**config.mk**
```make
export PLATFORM = sky130hd
export DESIGN_NAME = exmem_pipe_reg
export DESIGN_NICKNAME = d
export VERILOG_FILES = /design/src/rtl/exmem_pipe_reg.sv
export SDC_FILE = /design/constraint.sdc
export NUM_CORES = 1
export LEC_CHECK = 0
export CORE_MARGIN = 4
export CORE_UTILIZATION = 30
export CTS_CLUSTER_DIAMETER = 30
export DETAILED_ROUTE_END_ITERATION = 7
export GPL_TIMING_DRIVEN = 0
export PLACE_DENSITY = 0.68
export SYNTH_ARGS = -nofsm -noshare
export SYNTH_HDL_FRONTEND = slang
export SYNTH_SLANG_ARGS = --single-unit
```
**constraint.sdc**
```tcl
create_clock -name clk_i -period 2.8 [get_ports clk_i]
set_input_delay 0.7 -clock clk_i [delete_from_list [all_inputs] [get_ports clk_i]]
set_output_delay 0.7 -clock clk_i [all_outputs]
set_load 0.01 [all_outputs]
```
**src/rtl/exmem_pipe_reg.sv**
```systemverilog
// EX/MEM pipeline register: STAGES chained stages carrying {v, wb, mem, alu, d2, rd},
// with bubble insertion on flush, a flush deferred across stalls, and a saturating stall counter.
module exmem_pipe_reg #(
  parameter int DATA_W = 32,
  parameter int REG_W  = 5,
  parameter int WB_W   = 2,
  parameter int STAGES = 1,
  parameter int CNT_W  = 16
) (
  input  logic              clk_i,
  input  logic              rst_i,
  input  logic              stall_i,
  input  logic              flush_i,
  input  logic              valid_i,
  input  logic [WB_W-1:0]   WBCtrl_i,
  input  logic [1:0]        MemCtrl_i,
  input  logic [DATA_W-1:0] ALU_i,
  input  logic [DATA_W-1:0] Data2_i,
  input  logic [REG_W-1:0]  RegRd_i,
  output logic              valid_o,
  output logic [WB_W-1:0]   WBCtrl_o,
  output logic              MemRead_o,
  output logic              MemWrite_o,
  output logic [DATA_W-1:0] ALU_o,
  output logic [DATA_W-1:0] Data2_o,
  output logic [REG_W-1:0]  RegRd_o,
  output logic              flush_pend_o,
  output logic [CNT_W-1:0]  stall_cnt_o
);

  typedef struct packed {
    logic              v;
    logic [WB_W-1:0]   wb;
    logic [1:0]        mem;
    logic [DATA_W-1:0] alu;
    logic [DATA_W-1:0] d2;
    logic [REG_W-1:0]  rd;
  } stage_t;

  localparam logic [CNT_W-1:0] CNT_MAX = '1;
  localparam logic [CNT_W-1:0] CNT_ONE = CNT_W'(1);

  stage_t             entry_next;
  stage_t             chain [STAGES];
  stage_t             out_stage;
  logic               flush_pend_reg;
  logic [CNT_W-1:0]   stall_cnt_reg;

  // A killed or invalid instruction enters as an all-zero bubble, data included.
  always_comb begin
    entry_next = '0;
    if (valid_i && !(flush_i || flush_pend_reg)) begin
      entry_next.v   = 1'b1;
      entry_next.wb  = WBCtrl_i;
      entry_next.mem = MemCtrl_i;
      entry_next.alu = ALU_i;
      entry_next.d2  = Data2_i;
      entry_next.rd  = RegRd_i;
    end
  end

  generate
    for (genvar gi = 0; gi < STAGES; gi++) begin : g_stage
      stage_t stage_reg;
      stage_t stage_next;

      if (gi == 0) begin : g_head
        assign stage_next = entry_next;
      end else begin : g_tail
        assign stage_next = chain[gi-1];
      end

      always_ff @(posedge clk_i) begin
        if (rst_i) begin
          stage_reg <= '0;
        end else if (!stall_i) begin
          stage_reg <= stage_next;
        end
      end

      assign chain[gi] = stage_reg;
    end
  endgenerate

  // A flush seen while stalled is remembered and consumed by the next moving edge.
  always_ff @(posedge clk_i) begin
    if (rst_i) begin
      flush_pend_reg <= 1'b0;
    end else if (stall_i) begin
      if (flush_i) begin
        flush_pend_reg <= 1'b1;
      end
    end else begin
      flush_pend_reg <= 1'b0;
    end
  end

  always_ff @(posedge clk_i) begin
    if (rst_i) begin
      stall_cnt_reg <= '0;
    end else if (stall_i && (stall_cnt_reg != CNT_MAX)) begin
      stall_cnt_reg <= stall_cnt_reg + CNT_ONE;
    end
  end

  assign out_stage    = chain[STAGES-1];
  assign valid_o      = out_stage.v;
  assign WBCtrl_o     = out_stage.wb & {WB_W{out_stage.v}};
  assign MemRead_o    = out_stage.v & out_stage.mem[0];
  assign MemWrite_o   = out_stage.v & out_stage.mem[1];
  assign ALU_o        = out_stage.alu;
  assign Data2_o      = out_stage.d2;
  assign RegRd_o      = out_stage.rd;
  assign flush_pend_o = flush_pend_reg;
  assign stall_cnt_o  = stall_cnt_reg;

endmodule

```
==> results.md, run 1 <==
- Hold buffer count at cts: 0
- Clk root buf: clkbuf_16
- Syn avg cell area: roughly 11 um2
- TritonRoute pass-1 iters: 4
- Routability Congestion: 0.740
- Worst hold path type: reg2reg
- Register-to-register setup slack: 660 ps
- IO Port Bufs: 167
- Gr usage total: 14.1%
- Setup Skew: 7.87 ps
- Dpl hpwl: 7690 um
- Yosys reg bits: about 90
- Via-to-Cell Ratio: around 4.7
- Startpoint types: primary input
- Setup WS pre-CTS: -210 ps
- Core Box Area: 0.0115 mm2
- Number of global-route vias before repair: roughly 3000
- Num CTS Buffers: 9
- Synth cell count leaders: dfxtp_1, a22o_1, buf_4
- CP Data Required Time: 3030 ps
- Netlist cell types: 37
- Critical path peak fanout: 8
- Syn nets: ~420
- Outcome: complete, no violations
- Synth top area share: 51.1%
- Post-Syn Area: between 0.003 and 0.004 mm2
- Total negative slack: 0 ps
- Antenna violations before repair: 0
- Site Rows: 39
- Synth warn: 0
- CTS tree: done
- Top post-synthesis cells by area: dfxtp_1, a22o_1, buf_4, clkbuf_1, o31ai_1
- Remaining DRCs: 0
- GRT overflow: 0
- Wire length per cell: 15.3 um
- Chip height: 117 um
- Most used DFF post-synth: dfxtp_1
- Hold-critical path depth: 1
- Pwr/cell area: approximately 480 mW/mm2
- # H-tree levels: 3
- Detail Route Antenna Nets: 0
- Crit. Startpoint: stall_i
- Peak Freq: ~0.39 GHz
- Initial Utilization: 31.0%
- Top-count cell post-synth: dfxtp_1
- Register area share after synthesis: 51.1%
- Diodes inserted: 0
- Least-Margin Pin Slew: 687 ps
- # fillers: 1066
- RSZ-0062 raised after global routing: false
- First-pass GRT wire length: roughly 15000 um
- Setup violations, final: 0
- Syn Inst Count: 336
- Worst vdd ir: 0.000313 V
- Crit path arrival time: 2770 ps
- Vias: 3101
- Critical register-to-register path endpoint: stall_cnt_o[3]
- Multi-input gate area: 0.00114 mm2
- Reg area: between 0.0015 and 0.002 mm2
- Clock Sinks: 91
- Die W: 117 um
- Clock buffer depth: 2
- Number of synthesized flops with an enable pin: 0
- Nets: 593
- Post-Route WL: 10100 um
- I/O pins: 169
- Crit path kind: in2reg
- Final Hold Vio Count: 0
- Worst-path clk slew: 70 ps
- Clock Latency Late Sink: approximately 330 ps
- Final core utilization: 49.5%
- Area growth syn-to-layout: 60.0%
- Die footprint: between 0.01 and 0.015 mm2
- Largest net degree at the start of global routing: 16
- Synth area leader: dfxtp_1
- FF-to-FF Start: stall_cnt_o[8]
- Leakage power: 2.25 nW
- First DRT Iteration DRCs: 108
- CP Capture Type: flip-flop
- Worst rel slew slack: 53.8%
- MaxCap Viol Count: 0
- Fraction of layout cells with a size suffix above 1: 17.3%
- Final setup margin: 258 ps
- Final period util: about 90%
- Crit path capture: stall_cnt_o[15]
- FF-to-FF path depth: 6
- Slew Viols, Final: 0
- Tmin final: 2540 ps
- Async SR Flop Fraction: 0%
[metrics by stage]
stage	hold WS [ps]	cell area [um2]	std cells	power, mW
5_1_grt	490	5700	662	2.87
3_5_place_dp	451	5420	646	1.65
3_3_place_gp	450	5420	646	1.65
2_1_floorplan	434	3570	336	1.47
4_1_cts	475	5700	662	2.79
6_report	475	5700	662	2.76
[cell families after synthesis]
logic type,share of synthesized area [%]
xor+xnor,0.246
compound gates,22.9
simple gates,7.61
fa+ha+maj,0.351
flops,51.1
mux,0.596
buf+inv,17.2
[cell usage in the layout, fill, tap and decap left out, drive strengths merged, types with 3 or more instances in the layout]
cell type,netlist,layout
clkdlybuf4s50,0,167
dfxtp,91,91
a22o,73,73
buf,73,73
clkbuf,17,28
nor2,9,9
a21oi,8,8
nand3,6,6
o31ai,6,6
or4,6,6
nand2,5,5
and2,4,4
nor3,4,4
inv,4,4
nand4,4,4
clkinv,0,4
a31oi,3,3
o21ai,3,3
[sequential cells by signal, indices dropped and copies added (netlist names)]
signal / flops
valid_o: 1
Data2_o: 32
RegRd_o: 5
stall_cnt_o: 16
flush_pend_o: 1
chain: 4
ALU_o: 32
[area by class of cell]
type	count	area share (%)
well taps	143	3.14
flip-flops and latches	91	31.9
multi-input cells	151	19.9
plain buffers	90	10.5
clock buffers	11	4.26
repair buffers	167	29.3
inverters	4	0.263
clock inverters	5	0.680
[layer usage]
metal  vias up  global-route usage (%)  part of all wire, %
li1       1516                       -                    -
met1      1475                    17.4                   42
met2        95                    23.7                   50
met3        15                    2.83                  5.8
met4         0                    6.42                  2.2
met5         -                       0                    0
[power by group]
group	switching [mW]	internal (mW)	leakage [nW]
combinational	0.0914	0.190	1.38
sequential	0.0178	1.32	0.737
clock	0.507	0.630	0.136
total	0.617	2.14	2.25
[critical path, stage by stage]
cell,delay (ps)
clkdlybuf4s50_1,630
nand4_1,250
or3_1,360
clkbuf_2,180
nor4b_2,290
mux2_2,360
[worst min-delay path by stage]
| stage | startpoint | endpoint |
|---|---|---|
| 2_1_floorplan | chain[70] | chain[70] |
| 3_3_place_gp | chain[70] | chain[70] |
| 3_5_place_dp | chain[69] | chain[69] |
| 4_1_cts | chain[72] | chain[72] |
| 5_1_grt | Data2_o[14] | Data2_o[14] |
| 6_report | Data2_o[11] | Data2_o[11] |
[repair_timing]
| item | 4_1_cts | 5_1_grt |
|---|---|---|
| gates resized for setup | 0 | 1 |
| endpoints found under the setup margin | 0 | 1 |
| setup buffers | 0 | 0 |
Note: power is estimated with default switching activity, not from simulation.
==> inputs of run 2 (changes only) <==
--- a/config.mk
+++ b/config.mk
@@ -10,7 +10,7 @@
 export CTS_CLUSTER_DIAMETER = 30
 export DETAILED_ROUTE_END_ITERATION = 7
 export GPL_TIMING_DRIVEN = 0
-export PLACE_DENSITY = 0.68
+export PLACE_DENSITY_LB_ADDON = 0.05
 export SYNTH_ARGS = -nofsm -noshare
 export SYNTH_HDL_FRONTEND = slang
 export SYNTH_SLANG_ARGS = --single-unit
==> run 2 against run 1 <==
Sequential cell count is the same. Non-clock buffer count stayed put. Maximum frequency down 3.7%. Via count is 2.7% lower. Critical path depth did not move. Setup slack lost 97 ps. Sequential power about the same. Final cell count is the same. Total power increased by 2.7%. Critical endpoint unchanged. Largest power group unchanged.
==> results.md, run 2 (synthesis results as in run 1) <==
- Outcome: complete, no violations
- Reg area: 0.00182 mm2 (unchanged)
- Tmin final: 2640 ps (+96.5 ps)
- Final setup margin: 162 ps (-96.5 ps)
- Gr usage total: 14.6% (+0.49 points)
- Setup WS pre-CTS: -181 ps (+28.8 ps)
- Post-Route WL: 10100 um (-0.33%)
- Remaining DRCs: 0 (unchanged)
- Placed cells: 646 (unchanged)
- Worst rel slew slack: 55.9% (+2.1 points)
- Final period util: 94.2% (+3.4 points)
- Placed inst area: 0.00542 mm2 (unchanged)
- Setup Skew: 4.94 ps (-2.92 ps)
- Antenna violations before repair: 0 (unchanged)
- Largest net degree at the start of global routing: 15 (-1)
- CTS tree: done
- Site Rows: 39 (unchanged)
- Die footprint: 0.0137 mm2 (unchanged)
- Least-Margin Pin Slew: 656 ps (-31.1 ps)
- Clk root buf: clkbuf_16
- IO Port Bufs: 167 (unchanged)
- Clock Sinks: 91 (unchanged)
- DR top layer: met4
- GRT overflow: 0 (unchanged)
- Number of global-route vias before repair: 3000 (-1.5%)
- Dpl hpwl: 7370 um (-4.2%)
- Worst vdd ir: 0.000410 V (+31%)
- Clock buffer depth: 2 (unchanged)
- Worst-path clk slew: 60 ps (about the same)
- Die W: 117 um (unchanged)
- First DRT Iteration DRCs: 107 (-0.93%)
- M1 WL: 4520 um (+5.9%)
- # H-tree levels: 3 (unchanged)
- Worst hold path type: reg2reg
- Total setup buffers inserted after CTS: 0 (unchanged)
- Multi-input gate area: 0.00113 mm2 (-0.55%)
- DR WL met3: 759 um (+29%)
- Setup violations, final: 0 (unchanged)
- TritonRoute pass-1 iters: 4 (unchanged)
- Slew Viols, Final: 0 (unchanged)
- Fraction of layout cells with a size suffix above 1: 17.0% (-0.39 points)
- First-pass GRT wire length: 15400 um (+0.73%)
- Finished Cell Area: 0.00571 mm2 (+0.15%)
- Pwr/cell area: 496 mW/mm2 (+2.6%)
- Post-Layout Cell Count: 662 (unchanged)
- Num CTS Buffers: 9 (unchanged)
- Routability Congestion: 0.765 (+3.4%)
- Hold buffer count at cts: 0 (unchanged)
- Peak Freq: 0.379 GHz (-3.7%)
- Leakage power: 2.26 nW (+0.14%)
- RSZ-0062 raised after global routing: false
- Core Box Area: 0.0115 mm2 (unchanged)
- Wire length per cell: 15.2 um (-0.33%)
- Area growth syn-to-layout: 60.2%
- Initial Utilization: 31.0% (unchanged)
- Vias: 3016 (-2.7%)
- Detail Route Antenna Nets: 0 (unchanged)
- Via-to-Cell Ratio: 4.56 (-2.7%)
- Critical path peak fanout: 8 (unchanged)
- Most frequent cells in the layout: clkdlybuf4s50_1, dfxtp_1, a22o_1
- Clock Latency Late Sink: 340 ps (about the same)
- Total power: 2.83 mW (+2.7%)
- # fillers: 1105 (+3.7%)
- CP Capture Type: flip-flop
- MaxCap Viol Count: 0 (unchanged)
- CP Data Required Time: 3030 ps (about the same)
- Post-CTS sizing: 0 (unchanged)
- Diodes inserted: 0 (unchanged)
- Crit path arrival time: 2870 ps (+100 ps)
- Startpoint types: primary input
- I/O pins: 169 (unchanged)
- Commonest non-fill, non-tap cell in the layout: clkdlybuf4s50_1
- Chip height: 117 um (unchanged)
- Final Hold Vio Count: 0 (unchanged)
- Crit path kind: in2reg
- Nets: 593 (unchanged)
- Wire length on met2: 4730 um (-5.8%)
[run 2: cell types whose count changed in the layout (fill, tap and decap cells not counted), sizes merged]
cell      change
clkinv        -3
bufinv        +1
clkbuf        +1
clkinvlp      +1
[run 2: power by group]
part	total, mW	switching [mW]	internal, mW
Sequential	1.34	0.0169	1.32
Combinational	0.281	0.0909	0.190
Clock	1.21	0.498	0.715
[run 2: area by class of cell]
cell class / instances / area share [%]
buffer: 90 / 10.5
clock buffer: 12 / 4.31
clock inverter: 4 / 0.876
inverter: 4 / 0.263
multi-input combinational: 151 / 19.8
sequential: 91 / 31.9
tap: 143 / 3.13
timing repair buffer: 167 / 29.3
[run 2: stage by stage]
step	util (%)	hold WS, ps	TNS, ps
6_report	49.6	469	0
4_1_cts	49.6	470	0
2_1_floorplan	-	434	0
3_5_place_dp	47.0	450	-5630
3_3_place_gp	47.0	449	-3700
5_1_grt	49.6	481	0
[run 2: per-layer routing]
| metal | GRT usage, % | vias to the layer above |
|---|---|---|
| li1 | - | 1521 |
| met1 | 18.5 | 1391 |
| met2 | 22.7 | 99 |
| met3 | 6.17 | 5 |
| met4 | 4.36 | 0 |
| met5 | 0 | - |
[run 2: final timing paths]
check / startpoint / end / slack, ps / cells past startpoint
max: stall_i / stall_cnt_o[15] / 160 / 6
min: chain[72] / chain[72] / 470 / 1
max reg2reg: stall_cnt_o[8] / stall_cnt_o[3] / 660 / 6
min reg2reg: chain[72] / chain[72] / 470 / 1
[run 2: worst max-delay path, stage by stage]
cell and delay, ps:
clkdlybuf4s50_1 620, nand4_1 260, or3_1 360, clkbuf_2 170
nor4b_1 380, mux2_2 370
==> inputs of run 3 (changes only) <==
--- a/config.mk
+++ b/config.mk
@@ -14,3 +14,4 @@
 export SYNTH_ARGS = -nofsm -noshare
 export SYNTH_HDL_FRONTEND = slang
 export SYNTH_SLANG_ARGS = --single-unit
+export TNS_END_PERCENT = 20
==> results of run 3 <==
The final DEF is identical to that of run 2; final timing and power are the same.
